--- config.mk ---
export PLATFORM = sky130hd
export DESIGN_NAME = display_timing_gen
export DESIGN_NICKNAME = d
export VERILOG_FILES = /design/src/rtl/display_timing_gen.sv
export SDC_FILE = /design/constraint.sdc
export NUM_CORES = 1
export LEC_CHECK = 0
export CELL_PAD_IN_SITES_DETAIL_PLACEMENT = 0
export CELL_PAD_IN_SITES_GLOBAL_PLACEMENT = 1
export CORE_MARGIN = 5
export CORE_UTILIZATION = 36
export CTS_CLUSTER_SIZE = 16
export DETAILED_ROUTE_END_ITERATION = 12
export GPL_TIMING_DRIVEN = 0
export PLACE_DENSITY = 0.74
export SETUP_SLACK_MARGIN = 0.4
export SKIP_LAST_GASP = 1
export SLEW_MARGIN = 5
export SYNTH_ARGS = -nofsm -noshare
export SYNTH_HDL_FRONTEND = slang
export SYNTH_SLANG_ARGS = --single-unit
--- constraint.sdc ---
create_clock -name clk_pix -period 2.2 [get_ports clk_pix]
set_input_delay 0.33 -clock clk_pix [delete_from_list [all_inputs] [get_ports clk_pix]]
set_output_delay 0.33 -clock clk_pix [all_outputs]
set_load 0.03 [all_outputs]
--- src/rtl/display_timing_gen.sv ---
// Raster timing generator: coordinates, sync pulses, data enable, line/frame strobes
// and a frame counter. Every output is a flop decoded from next-state counter values.

module display_timing_axis #(
  parameter int CORDW = 10,
  parameter int RES   = 640,
  parameter int FP    = 16,
  parameter int SYNC  = 96,
  parameter int BP    = 48,
  parameter int POL   = 0
) (
  input  logic             clk_pix,
  input  logic             rst_pix_n,
  input  logic             step,
  output logic [CORDW-1:0] pos,
  output logic             last,
  output logic             sync,
  output logic             act_nxt,
  output logic             zero_nxt
);
  localparam int TOTAL = RES + FP + SYNC + BP;
  localparam logic [CORDW-1:0] POS_LAST = CORDW'(TOTAL - 1);
  localparam logic [CORDW-1:0] SYNC_BEG = CORDW'(RES + FP);
  localparam logic [CORDW-1:0] SYNC_END = CORDW'(RES + FP + SYNC - 1);
  localparam logic [CORDW-1:0] ACT_END  = CORDW'(RES);
  localparam logic             ACT_LVL  = (POL != 0);

  logic [CORDW-1:0] pos_nxt;
  logic             sync_nxt;

  always_comb begin
    last    = (pos == POS_LAST);
    pos_nxt = pos;
    if (step) pos_nxt = last ? '0 : pos + 1'b1;
    sync_nxt = (pos_nxt >= SYNC_BEG) && (pos_nxt <= SYNC_END);
    act_nxt  = (pos_nxt < ACT_END);
    zero_nxt = (pos_nxt == '0);
  end

  // Reset parks the counter on its last value so the first edge lands on 0.
  always_ff @(posedge clk_pix or negedge rst_pix_n) begin
    if (!rst_pix_n) begin
      pos  <= POS_LAST;
      sync <= ~ACT_LVL;
    end else begin
      pos  <= pos_nxt;
      sync <= sync_nxt ? ACT_LVL : ~ACT_LVL;
    end
  end
endmodule

module display_timing_gen #(
  parameter int CORDW  = 10,
  parameter int H_RES  = 640,
  parameter int H_FP   = 16,
  parameter int H_SYNC = 96,
  parameter int H_BP   = 48,
  parameter int V_RES  = 480,
  parameter int V_FP   = 10,
  parameter int V_SYNC = 2,
  parameter int V_BP   = 33,
  parameter int H_POL  = 0,
  parameter int V_POL  = 0,
  parameter int FRAMEW = 16
) (
  input  logic              clk_pix,
  input  logic              rst_pix_n,
  output logic [CORDW-1:0]  sx,
  output logic [CORDW-1:0]  sy,
  output logic              hsync,
  output logic              vsync,
  output logic              de,
  output logic              line,
  output logic              frame,
  output logic [FRAMEW-1:0] frame_cnt
);
  localparam longint H_TOTAL = longint'(H_RES + H_FP + H_SYNC + H_BP);
  localparam longint V_TOTAL = longint'(V_RES + V_FP + V_SYNC + V_BP);
  localparam longint CORD_SPAN = longint'(1) << CORDW;

  if (H_TOTAL > CORD_SPAN || V_TOTAL > CORD_SPAN) begin : g_bad_cordw
    $error("display_timing_gen: CORDW too narrow for H_TOTAL/V_TOTAL");
  end
  if (H_RES == 0 || H_FP == 0 || H_SYNC == 0 || H_BP == 0 ||
      V_RES == 0 || V_FP == 0 || V_SYNC == 0 || V_BP == 0) begin : g_bad_timing
    $error("display_timing_gen: timing parameters must be non-zero");
  end

  logic h_last, h_act_nxt, h_zero_nxt;
  logic v_last, v_act_nxt, v_zero_nxt;
  logic first_frame;

  display_timing_axis #(
    .CORDW(CORDW), .RES(H_RES), .FP(H_FP), .SYNC(H_SYNC), .BP(H_BP), .POL(H_POL)
  ) u_h (
    .clk_pix  (clk_pix),
    .rst_pix_n(rst_pix_n),
    .step     (1'b1),
    .pos      (sx),
    .last     (h_last),
    .sync     (hsync),
    .act_nxt  (h_act_nxt),
    .zero_nxt (h_zero_nxt)
  );

  // Vertical axis advances only on the horizontal wrap.
  display_timing_axis #(
    .CORDW(CORDW), .RES(V_RES), .FP(V_FP), .SYNC(V_SYNC), .BP(V_BP), .POL(V_POL)
  ) u_v (
    .clk_pix  (clk_pix),
    .rst_pix_n(rst_pix_n),
    .step     (h_last),
    .pos      (sy),
    .last     (v_last),
    .sync     (vsync),
    .act_nxt  (v_act_nxt),
    .zero_nxt (v_zero_nxt)
  );

  // The entry into (0,0) straight out of reset starts frame 0 rather than ending one.
  always_ff @(posedge clk_pix or negedge rst_pix_n) begin
    if (!rst_pix_n) begin
      de          <= 1'b0;
      line        <= 1'b0;
      frame       <= 1'b0;
      frame_cnt   <= '0;
      first_frame <= 1'b1;
    end else begin
      de    <= h_act_nxt && v_act_nxt;
      line  <= h_zero_nxt;
      frame <= h_zero_nxt && v_zero_nxt;
      if (h_last && v_last) begin
        if (first_frame) first_frame <= 1'b0;
        else             frame_cnt   <= frame_cnt + 1'b1;
      end
    end
  end
endmodule

==> results of run 1 <==
-- synthesized netlist by cell type, types with 3 or more instances --
library cell  count  area [um^2]
xor2_1            7        61.31
nand3_1          12        60.06
a31oi_1           4        25.02
nor2_1            9        33.78
dfrtp_1          29        725.7
a21oi_1           3        15.01
o21ai_0          11        55.05
nand2_1          23        86.33
dfstp_2          13        341.6
and3_1            7        43.79
xnor2_1          21        183.9
ha_1              5        62.56
nor3_1            8        40.04
clkbuf_1          6        22.52
inv_1             9        33.78
nand4_1          10        62.56
a21o_1            3        22.52
-- power groups by stage --
| stage | clock (W) | sequential [W] | combinational (W) |
|---|---|---|---|
| after floorplan | 0 | 0.000787 | 0.000000000510 |
| after global placement | 0 | 0.000787 | 0.0000175 |
| after detailed placement | 0 | 0.000787 | 0.0000212 |
| after CTS | 0.000774 | 0.000773 | 0.0000225 |
| after global routing | 0.000815 | 0.000773 | 0.0000252 |
| final | 0.000747 | 0.000773 | 0.0000203 |
-- logic make-up (layout without fill, tap and decap cells) --
| logic type | Yosys count | in the layout |
|---|---|---|
| xor+xnor | 29 | 29 |
| buf+inv | 24 | 112 |
| compound gates | 32 | 32 |
| flops | 42 | 42 |
| mux | 2 | 2 |
| simple gates | 93 | 93 |
| fa+ha+maj | 5 | 5 |
-- area by class of cell --
| cell class | instances | share of cell area [%] |
|---|---|---|
| plain buffers | 14 | 3.656 |
| clock buffers | 5 | 1.915 |
| clock inverters | 3 | 1.915 |
| inverters | 10 | 1.114 |
| multi-input cells | 161 | 38.44 |
| flip-flops and latches | 42 | 29.74 |
| well taps | 77 | 2.681 |
| repair buffers | 80 | 20.54 |
-- per-layer routing --
layer / global-route usage [%] / share of wire [%]
met1: 19.66 / 48
met5: 0 / 0
met2: 22.13 / 46
met4: 3.350 / 1.3
met3: 3.923 / 4.7
-- registers in the layout (all words and copies together) (netlist names) --
name         count
de               1
first_frame      1
frame            1
frame_cnt       16
line             1
u_h.pos         10
u_h.sync         1
u_v.pos         10
u_v.sync         1
-- worst paths after layout --
path,from,end,slack [ns],cells after the start
hold reg to reg,frame_cnt[15]$_DFFE_PN0P_,frame_cnt[15]$_DFFE_PN0P_,0.47,1
setup / recovery,u_h.pos[6]$_DFF_PN0_,u_v.sync$_DFF_PN1_,-0.05,7
setup reg to reg,u_h.pos[6]$_DFF_PN0_,u_v.sync$_DFF_PN1_,-0.05,7
max in group asynchronous,rst_pix_n,u_h.sync$_DFF_PN1_,1.15,3
min in group asynchronous,rst_pix_n,frame_cnt[0]$_DFFE_PN0P_,0.50,2
hold / removal,frame_cnt[15]$_DFFE_PN0P_,frame_cnt[15]$_DFFE_PN0P_,0.47,1
-- metrics by stage --
stage,total power (W),hold slack (ns),cell area (um^2)
floorplan,0.0007871,0.03441,2410
global placement,0.0008044,0.4551,2927
detailed placement,0.0008080,0.3037,2942
CTS,0.001569,0.4836,3332
global route,0.001613,0.5096,3593
finish,0.001540,0.4739,3593
-- timing repair --
item	4_1_cts	5_1_grt
endpoints found under the hold margin	11	0
pin swaps	19	19
buffers inserted	23	13
endpoints found under the setup margin	46	40
hold buffers	1	0
resized for setup	38	39
==> metrics.txt, run 1 <==
area of the die 8098 um^2; crit start category flop; filler instances 542; Worst Path Required 2.43 ns; pin count of the biggest net entering global routing 26; relative slew slack 66.08%; crit-path cells buf_6, or4b_4, nor2_4, nand3_4, xnor2_2, and4_4, or3b_1; Ports 43; post-route ant nets 0; nets 321; Tcrit/Tclk final 102.1%; status finished with violations; slew of the pin with the lowest slew margin slightly above 0.5 ns; Root Driver clkbuf_8; clock skew 0.008725 ns; Num CTS Buffers 5; crit-path max cell delay around 0.59 ns; complex-gate fraction of the synthesized area 9.017%; min cycle time layout between 2 and 2.5 ns; CTS Buffer Depth 2; wire length after detailed routing around 5800 um; initial antenna violation count 0; post-synthesis cell type count 52; largest family of logic cells by synthesized area simple AND/OR/NAND/NOR gates; FMAX between 400 and 500 MHz; Non-Filler Instances 392; share of power burned in combinational logic 1.3%; drt drc 0; P&R area growth vs syn 56.00%; PD cells 428.6 nW/um^2; global placement routability congestion 0.7650; multi-input combinational cell area ~1400 um^2; Arr. time, crit path about 2.5 ns; final hold vios 0; async set-reset flop share out of synthesis 100.0%; syn avg cell area 10.15 um^2; Worst path top cell family by delay simple AND/OR/NAND/NOR gates; worst slack at placement -0.4052 ns; clk slew on worst S/H paths 0.09 ns; setup ws final -0.04535 ns; Total GRT Usage 14.21%; setup TNS -0.05126 ns; sequential share of power 50.2%; Initial Util 36.70%; DP Cell Count 347; #FFs+latches synth 42; CTS tree yes; most common cell after layout, fill and taps aside buf_4; setup violators final 2; Most used DFF post-synth dfrtp_1; Crit Path Class reg -> reg; Die Span X around 90 um; DRT iter0 DRCs 64; P_int 0.001233 W; gr ovfl total 0; post-synthesis sequential area ratio between 40% and 50%; CP endpoint kind flop; layout cell share with drive strength beyond 1 38.41%; most frequent cells in the layout 32 x buf_4, 28 x dfrtp_1, 20 x clkdlybuf4s50_1; Max-Cap Viols 0; Leak 1.758 nW; Post-Synth Adder-Cell Area 2.716%; simple-gate portion of the synthesized area 23.79%; mux share of post-synthesis cell area 0.9234%; port bufs 42; number of synthesized flops with an enable pin 0; synthesized netlist cell count 227; core area 6277 um^2; Post-Synth XOR/XNOR Area about 11%; RSZ-0062 raised after global routing yes; final core utilization between 50% and 60%; Core Rows 29; worst-skew pair later-pin latency 0.30 ns; clock sinks 42; sw frac 19.93%; vias in the first global route 1933; syn_nets 234; crit-path max FO 4; power share of the clock group 48.5%; FF/Latch Area ~1100 um^2; Die Y 89.99 um; maximum VDD drop 0.2334 mV; Mapped Area 2303 um^2; Vias 2028; slowest stage cell, crit path or4b_4; Slew Viols, Final 0; number of synthesis warnings 0; HPWL after DPL 3844 um; vias per cell 5.173; HP Class reg -> reg; First-pass DRT Iterations 4; # diodes 0; Switch Pwr 0.0003070 W; first-pass GRT wire length 9625 um; CP bufs+invs 1; failing checks negative setup slack; routed len/inst approximately 15 um; H-tree depth 2
(Power assumes the default switching activity.)
==> inputs of run 2 (changes only) <==
- ABC_AREA: not set -> 0
- CAP_MARGIN: not set -> 20
- CORE_UTILIZATION: 36 -> 40
- PLACE_DENSITY: 0.74 -> 0.78
- clock period: 2.2 -> 2.5 ns (I/O delays scaled with it)
==> metrics.txt, run 2 (synthesis results as in run 1) <==
# diodes 0; final hold vios 0; HPWL after DPL 3795 um; pin count of the biggest net entering global routing 29; Post-DP Area 2910 um^2; Leak 1.421 nW; Max-Cap Viols 0; layout cell share with drive strength beyond 1 29.18%; R2R Setup Slk roughly 0.23 ns; multi-input combinational cell area 1246 um^2; worst-skew pair later-pin latency 0.29 ns; relative slew slack between 70% and 80%; min cycle time layout around 2.3 ns; most common cell after layout, fill and taps aside clkdlybuf4s50_1; most frequent cells in the layout 41 x clkdlybuf4s50_1, 28 x dfrtp_1, 27 x buf_4; clock sinks 42; Initial Util between 40% and 50%; reg2reg end u_v.sync$_DFF_PN1_; gr ovfl total 0; Num CTS Buffers 5; FMAX 440.4 MHz; crit start category flop; Total GRT Usage between 10% and 20%; routed len/inst approximately 15 um; nets 311; Worst Path Required 2.71 ns; slew of the pin with the lowest slew margin 0.4493 ns; Tcrit/Tclk final 90.83%; post-route ant nets 0; area of the die 7376 um^2; Crit Path Class reg -> reg; Worst path top cell family by delay simple AND/OR/NAND/NOR gates; port bufs 42; CTS tree yes; Final Total Pwr between 0.001 and 0.0015 W; CP bufs+invs 1; RSZ-0062 raised after global routing yes; Die Y roughly 86 um; Arr. time, crit path ~2.5 ns; max FFs per register 16; Slew Viols, Final 0; status finished clean; Hold EP frame_cnt[15]$_DFFE_PN0P_; largest register by flop count frame_cnt; post-route cell area between 3000 and 4000 um^2; Hold Crit Depth 1; global placement routability congestion 0.8169; wire length after detailed routing 5563 um; crit-path cells buf_6, or4b_4, nor2_4, nand3_2, xnor2_2, and4_4, or3b_1; first-pass GRT wire length 9294 um; Ports 43; drt drc 0; clock skew just over 0.003 ns; PD cells 370.5 nW/um^2; worst r2r src u_h.pos[6]$_DFF_PN0_; crit-path max FO 4; CTS Buffer Depth 2; hold_sp frame_cnt[15]$_DFFE_PN0P_; vias per cell 5.239; filler instances between 500 and 600; setup violators final 0; vias in the first global route 1927; Vias 1975; Root Driver clkbuf_8; P&R area growth vs syn 44.70%; FF/Latch Area roughly 1100 um^2; maximum VDD drop approximately 0.18 mV; Core Rows 27; crit-path max cell delay 0.57 ns; initial antenna violation count 0; core area 5540 um^2; worst-case reg-to-reg path depth 7; HP Class reg -> reg; Die Span X 85.89 um; DRT iter0 DRCs 122; biggest regs frame_cnt: 16 flops, u_h.pos: 10 flops, u_v.pos: 10 flops; clk slew on worst S/H paths 0.08 ns; CP endpoint kind flop; First-pass DRT Iterations 4; slowest stage cell, crit path or4b_4; H-tree depth 2
==> run 2: what timing repair did <==
item,CTS,global route
pin swaps,9,13
hold buffers,1,0
setup buffers,15,11
setup endpoints to repair,19,20
endpoints found under the hold margin,8,0
gates resized for setup,14,15
==> run 2: power breakdown <==
| part | total, W | internal [W] | switching (W) |
|---|---|---|---|
| Sequential | 0.000680 | 0.000680 | 0 |
| Clock | 0.000537 | 0.000298 | 0.000239 |
| Combinational | 0.0000180 | 0.00000471 | 0.0000133 |
| Total | 0.00124 | 0.000983 | 0.000253 |
==> run 2: metrics by stage <==
step | utilization [%] | instances | hold slack (ns) | setup slack [ns] | setup TNS, ns
global route | 60.16 | 377 | 0.4985 | 0.1372 | 0
finish | 60.16 | 377 | 0.4598 | 0.2293 | 0
detailed placement | 52.53 | 342 | 0.3130 | -0.1609 | -0.1609
global placement | 52.26 | 341 | 0.4527 | -0.1767 | -0.7524
floorplan | - | 227 | 0.07941 | 0.2480 | 0
CTS | 57.61 | 366 | 0.4694 | 0.1908 | 0
==> run 2: routing by layer <==
metal / track usage, % / share of wire, % / up-vias
met5: 0 / 0 / -
met4: 5.180 / 0.86 / 0
met3: 3.554 / 5.0 / 7
met2: 23.97 / 48 / 59
met1: 22.13 / 46 / 958
li1: - / - / 951
==> run 2: how the worst max path moves through the flow <==
stage                               from                 end  cells past startpoint
global route        u_h.pos[6]$_DFF_PN0_  u_v.sync$_DFF_PN1_                      7
finish              u_h.pos[6]$_DFF_PN0_  u_v.sync$_DFF_PN1_                      7
CTS                 u_h.pos[6]$_DFF_PN0_  u_v.sync$_DFF_PN1_                      7
global placement    u_v.pos[3]$_DFF_PN1_     frame$_DFF_PN0_                      8
detailed placement  u_v.pos[3]$_DFF_PN1_     frame$_DFF_PN0_                      8
floorplan           u_h.pos[1]$_DFF_PN1_  u_v.sync$_DFF_PN1_                      6
==> run 2: final cells by class <==
| class | instances | share of cell area, % |
|---|---|---|
| plain buffers | 14 | 3.904 |
| clock buffers | 6 | 2.177 |
| clock inverters | 2 | 1.126 |
| inverters | 10 | 1.201 |
| multi-input cells | 161 | 37.39 |
| flip-flops and latches | 42 | 32.06 |
| well taps | 72 | 2.703 |
| repair buffers | 70 | 19.44 |
